## config.mk

```make
export PLATFORM = sky130hd
export DESIGN_NAME = tank_select_sequencer
export DESIGN_NICKNAME = d
export VERILOG_FILES = /design/src/rtl/tank_select_sequencer.sv
export SDC_FILE = /design/constraint.sdc
export NUM_CORES = 1
export LEC_CHECK = 0
export CORE_MARGIN = 2
export CORE_UTILIZATION = 46
export CTS_BUF_LIST = sky130_fd_sc_hd__clkbuf_8
export CTS_CLUSTER_DIAMETER = 200
export DETAILED_ROUTE_END_ITERATION = 7
export PLACE_DENSITY_LB_ADDON = 0.05
export SETUP_SLACK_MARGIN = 0.1
export SLEW_MARGIN = 20
export SYNTH_ARGS = -nofsm -noshare
export SYNTH_HDL_FRONTEND = slang
export SYNTH_SLANG_ARGS = --single-unit
```

## constraint.sdc

```tcl
create_clock -name clk -period 1.6 [get_ports clk]
set_clock_uncertainty 0.15 [all_clocks]
set_input_delay 0.32 -clock clk [delete_from_list [all_inputs] [get_ports clk]]
set_output_delay 0.32 -clock clk [all_outputs]
set_load 0.05 [all_outputs]
```

## src/rtl/tank_select_sequencer.sv

```systemverilog
// Registered tank select sequencer: accepts a handshaked transfer request, drives one
// one-hot in/out select for HOLD_TICKS pulse intervals, then pulses done.
module tank_select_sequencer #(
  parameter  int NUM_TANKS   = 32,
  parameter  int TANK_ADDR_W = 5,
  parameter  int HOLD_TICKS  = 18,
  localparam int CNT_W       = $clog2(HOLD_TICKS + 1)
) (
  input  logic                   clk,
  input  logic                   rst_n,
  input  logic                   req,
  input  logic                   dir_in,
  input  logic [TANK_ADDR_W-1:0] tank_addr,
  input  logic                   pulse_en,
  input  logic                   abort,
  output logic                   busy,
  output logic                   done,
  output logic                   err,
  output logic [NUM_TANKS-1:0]   tank_in,
  output logic [NUM_TANKS-1:0]   tank_out
);

  localparam logic [CNT_W-1:0]     LAST_TICK = CNT_W'(HOLD_TICKS - 1);
  localparam logic [TANK_ADDR_W:0] TANK_LIM  = (TANK_ADDR_W + 1)'(NUM_TANKS);

  typedef enum logic [1:0] {
    S_IDLE   = 2'd0,
    S_ACTIVE = 2'd1,
    S_DONE   = 2'd2
  } state_e;

  state_e               state_q;
  logic [CNT_W-1:0]     cnt_q;
  logic                 busy_q;
  logic                 done_q;
  logic                 err_q;
  logic [NUM_TANKS-1:0] tank_in_q;
  logic [NUM_TANKS-1:0] tank_out_q;

  logic [NUM_TANKS-1:0] sel_d;
  logic                 addr_ok_d;

  // Extra top bit lets NUM_TANKS == 2**TANK_ADDR_W compare without overflow.
  assign addr_ok_d = ({1'b0, tank_addr} < TANK_LIM);

  for (genvar gi = 0; gi < NUM_TANKS; gi++) begin : g_decode
    assign sel_d[gi] = (tank_addr == TANK_ADDR_W'(gi));
  end

  always_ff @(posedge clk or negedge rst_n) begin
    if (!rst_n) begin
      state_q    <= S_IDLE;
      cnt_q      <= '0;
      busy_q     <= 1'b0;
      done_q     <= 1'b0;
      err_q      <= 1'b0;
      tank_in_q  <= '0;
      tank_out_q <= '0;
    end else begin
      done_q <= 1'b0;
      err_q  <= 1'b0;
      case (state_q)
        S_IDLE: begin
          if (req) begin
            if (addr_ok_d) begin
              state_q    <= S_ACTIVE;
              cnt_q      <= '0;
              busy_q     <= 1'b1;
              tank_in_q  <= dir_in ? sel_d : '0;
              tank_out_q <= dir_in ? '0 : sel_d;
            end else begin
              err_q <= 1'b1;
            end
          end
        end
        S_ACTIVE: begin
          // Abort takes priority over a coinciding final tick, so no done is emitted.
          if (abort) begin
            state_q    <= S_IDLE;
            cnt_q      <= '0;
            busy_q     <= 1'b0;
            tank_in_q  <= '0;
            tank_out_q <= '0;
          end else if (pulse_en) begin
            if (cnt_q == LAST_TICK) begin
              state_q    <= S_DONE;
              cnt_q      <= '0;
              done_q     <= 1'b1;
              tank_in_q  <= '0;
              tank_out_q <= '0;
            end else begin
              cnt_q <= cnt_q + CNT_W'(1);
            end
          end
        end
        S_DONE: begin
          state_q <= S_IDLE;
          busy_q  <= 1'b0;
        end
        default: begin
          state_q    <= S_IDLE;
          cnt_q      <= '0;
          busy_q     <= 1'b0;
          tank_in_q  <= '0;
          tank_out_q <= '0;
        end
      endcase
    end
  end

  assign busy     = busy_q;
  assign done     = done_q;
  assign err      = err_q;
  assign tank_in  = tank_in_q;
  assign tank_out = tank_out_q;

endmodule
```

==> out/metrics.csv, run 1 <==
stage,metric,value,unit
run_status,haltStage,5_1_grt,
logic_synthesis,synth_edf_count,0,
logic_synthesis,async_reset_ff_share,100.0,%
logic_synthesis,synth_most_common_cell,dfrtp_1,
grt,grt_start_max_net_pins,74,
logic_synthesis,yosys_register_bits,73,
logic_synthesis,syn-cell-area,0.003258,mm²
floorplanning,die_y,88.16,µm
cts,cts-root-buf,clkbuf_8,
logic_synthesis,syn-num-nets,314,
run_status,status,stopped before the end,
logic_synthesis,syn_area_per_cell,10.82,µm²
logic_synthesis,yosys-top-cells-area,"dfrtp_1 (56%), o41ai_1 (17%), o21ai_1 (8.4%)",
logic_synthesis,synth_ff_type,dfrtp_1,
logic_synthesis,synth_cells,301,
placed_design,dpl_cell_area,0.005767,mm²
placed_design,pre_cts_ws,-0.5361,ns
cts,cts_buffers,9,
floorplanning,initial_core_util,47.69,%
logic_synthesis,synth.top_cell.area_share,56.07,%
logic_synthesis,post-synth-top-area-cell,dfrtp_1,
logic_synthesis,synth_common_cells,"dfrtp_1 (73), o41ai_1 (65), o21ai_1 (55)",
floorplanning,fp.dieW,88.16,µm
cts,clockBufferDepth,2,
logic_synthesis,netlist-cell-type-count,29,
floorplanning,rows,30,
floorplanning,ios,78,
placed_design,gp_congestion,0.9207,
cts,cts_sinks,73,
timing,worst-ep-kind,register input,
logic_synthesis,synth-seq-area-share,56.07,%
placed_design,port_buffers,76,
logic_synthesis,yosys_warnings,0,
placed_design,place_hpwl,7.636,mm
cts,h-tree-depth,3,
run_status,firstError,"[ERROR DPL-0038] Utilization greater than 100%, impossible to legalize",
timing,grt_repair_worst_endpoint,tank_out[7]$_DFFE_PN0P_/D,
## logic make-up after synthesis
group | Yosys count | share of synthesized area, %
AOI/OAI and AO/OA | 138 | 28.96
xor gates and xnor gates | 2 | 0.5377
adders and majority gates | 2 | 0.7679
buffers and inverters | 37 | 5.952
DFF | 73 | 56.07
other | 1 | 0.1151
and+or+nand+nor | 48 | 7.604
## timing repair
item,CTS
buffers inserted,1
gates resized for setup,47
endpoints found under the hold margin,73
hold buffers,1
pin swaps,17
endpoints found under the setup margin,71
## through the flow
stage / cells / utilization (%)
2_1_floorplan: 301 / -
3_3_place_gp: 510 / 84.41
3_5_place_dp: 510 / 84.41
4_1_cts: 528 / 90.86
==> run 2: changes to the inputs <==
==> config.mk (replaced) <==
export PLATFORM = sky130hd
export DESIGN_NAME = tank_select_sequencer
export DESIGN_NICKNAME = d
export VERILOG_FILES = /design/src/rtl/tank_select_sequencer.sv
export SDC_FILE = /design/constraint.sdc
export NUM_CORES = 1
export LEC_CHECK = 0
export CORE_MARGIN = 2
export CORE_UTILIZATION = 40
export DETAILED_ROUTE_END_ITERATION = 7
export PLACE_DENSITY_LB_ADDON = 0.15
export SLEW_MARGIN = 20
export SYNTH_ARGS = -nofsm -noshare
export SYNTH_HDL_FRONTEND = slang
export SYNTH_SLANG_ARGS = --single-unit
==> constraint.sdc (replaced) <==
create_clock -name clk -period 2.1 [get_ports clk]
set_clock_uncertainty 0.15 [all_clocks]
set_input_delay 0.42 -clock clk [delete_from_list [all_inputs] [get_ports clk]]
set_output_delay 0.42 -clock clk [all_outputs]
set_load 0.05 [all_outputs]
==> out/metrics.csv, run 2 <==
stage,metric,value,unit
run_status,status,completed,
placed_design,placed_cells,487,
drt,vias_per_cell,5.772,
floorplanning,core-area,0.007807,mm²
timing,timing.setup.tns,0,ns
pwr,ir_drop,0.0003588,V
cts,clk_latency,0.35,ns
logic_synthesis,netlist-cell-type-count,29,
pwr,clockPowerShare,34.2,%
final_layout,mostFrequentLayoutCell,buf_4,
timing,slew_viol_final,0,
timing,min_period_over_period,93.77,%
run,drv_cap,0,
placed_design,place_hpwl,6.586,mm
grt,antenna_found_initial,0,
placed_design,dpl_cell_area,0.004325,mm²
grt,grt_pass1_vias,2757,
logic_synthesis,syn_area_per_cell,10.82,µm²
final_layout,layout-drive-gt1-share,31.84,%
final_layout,utilization,58.16,%
timing,finalSetupViolCount,0,
placed_design,port_buffers,76,
final_layout,final_area,0.004541,mm²
timing,finalHoldViolations,0,
cts,cts_setup_buffers,0,
logic_synthesis,syn-cell-area,0.003258,mm²
logic_synthesis,synth_most_common_cell,dfrtp_1,
cts,cts_tree,built,
timing,rsz0062_at_grt,false,
pwr,swShare,32.37,%
final_layout,final_cells,504,
logic_synthesis,syn-num-nets,314,
timing,fmax,507.8,MHz
logic_synthesis,synth_cells,301,
cts,cts_buffers,9,
logic_synthesis,synth_ff_type,dfrtp_1,
timing,tightest_slew,0.4982,ns
logic_synthesis,yosys_register_bits,73,
grt,grt_util_all_layers,23.01,%
pwr,p_seq_share,46.9,%
critical_path,crit_type,reg2reg,
pwr,switching_power,1.002,mW
drt,num_vias,2909,
critical_path,crit_required,2.19,ns
cts,clockBufferDepth,2,
final_layout,diodes,0,
floorplanning,fp.dieW,94.25,µm
timing,post-route-min-period,1.969,ns
pwr,power_leakage,2.083,nW
critical_path,cp-start-kind,flip-flop,
min_path,min_path_type,reg2reg,
logic_synthesis,yosys-top-cells-area,"dfrtp_1 (56%), o41ai_1 (17%), o21ai_1 (8.4%)",
drt,drc_errors,0,
logic_synthesis,synth.top_cell.area_share,56.07,%
grt,grt-ovfl-total,0,
pwr,internal_power,2.094,mW
drt,dr.pass1.iters,5,
logic_synthesis,async_reset_ff_share,100.0,%
floorplanning,ios,78,
logic_synthesis,synth_common_cells,"dfrtp_1 (73), o41ai_1 (65), o21ai_1 (55)",
logic_synthesis,synth-seq-area-share,56.07,%
floorplanning,initial_core_util,41.73,%
pwr,pwr-share-comb,18.9,%
critical_path,path_max_fanout,21,
cts,cts-root-buf,clkbuf_8,
drt,postRouteAntennaNets,0,
floorplanning,die_y,94.25,µm
drt,finalWirelength,9.623,mm
placed_design,gp_congestion,0.8526,
logic_synthesis,synth_edf_count,0,
final_layout,fill_cells,697,
final_layout,layout_common_cells,"buf_4 (89), dfrtp_1 (73), o41ai_1 (62), o21ai_1 (55), buf_12 (15)",
cts,path_clk_slew,0.09,ns
final_layout,num-nets-final,410,
logic_synthesis,post-synth-top-area-cell,dfrtp_1,
pwr,p_per_area,682.0,mW/mm²
grt,grt_pass1_wl,15.14,mm
critical_path,cp.arrival,2.06,ns
drt,wire_per_inst,19.09,µm
floorplanning,rows,32,
drt,drt_iter0_markers,180,
final_layout,area_growth,39.36,%
critical_path,critPathCaptureType,flip-flop,
grt,grt_start_max_net_pins,37,
cts,h-tree-depth,3,
cts,cts_sinks,73,
floorplanning,dieArea,0.008883,mm²
logic_synthesis,yosys_warnings,0,
timing,maxSlewHeadroom,66.73,%
[run 2: cell counts after synthesis]
Identical to the previous run, type by type.
[run 2: layout make-up]
class | instances | area, µm² | area share, %
tap | 102 | 127.6 | 2.811
inverter | 3 | 11.26 | 0.2480
timing repair buffer | 119 | 1112 | 24.50
sequential | 73 | 1827 | 40.23
clock buffer | 9 | 123.9 | 2.728
clock inverter | 7 | 60.06 | 1.323
multi-input combinational | 191 | 1279 | 28.16
[run 2: logic make-up after synthesis]
family / Yosys count / synth area share, %
other: 1 / 0.1151
flip-flops: 73 / 56.07
AO/OA/AOI/OAI: 138 / 28.96
buffers and inverters: 37 / 5.952
XOR/XNOR: 2 / 0.5377
AND/OR/NAND/NOR: 48 / 7.604
adder cells (fa/ha/maj): 2 / 0.7679
[run 2: per-layer routing]
layer	wire, µm	track usage (%)	vias to the layer above
li1	-	-	1377
met1	4395	32.81	1415
met2	4412	34.82	99
met3	622	5.297	18
met4	193	7.367	0
met5	0	0	-
[run 2: worst paths after layout]
path,depth (start not counted),startpoint,end,slack [ns]
setup / recovery,7,cnt_q[1],tank_in[18],0.13
hold / removal,2,tank_in[27],tank_in[27],0.35
max in group asynchronous,3,rst_n,tank_in[2],0.87
min in group asynchronous,2,rst_n,tank_out[19],0.40
setup reg to reg,7,cnt_q[1],tank_in[18],0.13
hold reg to reg,2,tank_in[27],tank_in[27],0.35
[run 2: through the flow]
stage | power [mW] | hold slack [ns] | setup WS, ns
floorplan | 1.779 | -0.02559 | 0.3395
global placement | 2.053 | 0.2535 | -0.1294
detailed placement | 2.061 | 0.2539 | -0.1396
CTS | 3.116 | 0.3469 | 0.003979
global route | 3.225 | 0.3628 | 0.00006839
finish | 3.096 | 0.3475 | 0.1308
[run 2: power groups by stage]
| stage | clock [mW] | combinational (mW) | sequential, mW |
|---|---|---|---|
| finish | 1.06 | 0.586 | 1.45 |
| floorplan | 0 | 0.235 | 1.54 |
| global route | 1.14 | 0.630 | 1.46 |
| detailed placement | 0 | 0.581 | 1.48 |
| global placement | 0 | 0.573 | 1.48 |
| CTS | 1.08 | 0.583 | 1.45 |
[run 2: worst max-delay path, stage by stage (launching register included)]
cell and delay (ns):
dfrtp_1 0.41, inv_1 0.07, ha_1 0.13, and4bb_2 0.31
a21oi_4 0.08, buf_12 0.17, buf_12 0.16, o41ai_1 0.37
[run 2: what timing repair did]
action / 4_1_cts / 5_1_grt
hold endpoints to repair: 17 / 0
resized for setup: 3 / 4
hold buffers: 1 / 0
endpoints found under the setup margin: 3 / 4
No activity file was read; power rests on OpenSTA's default activity.
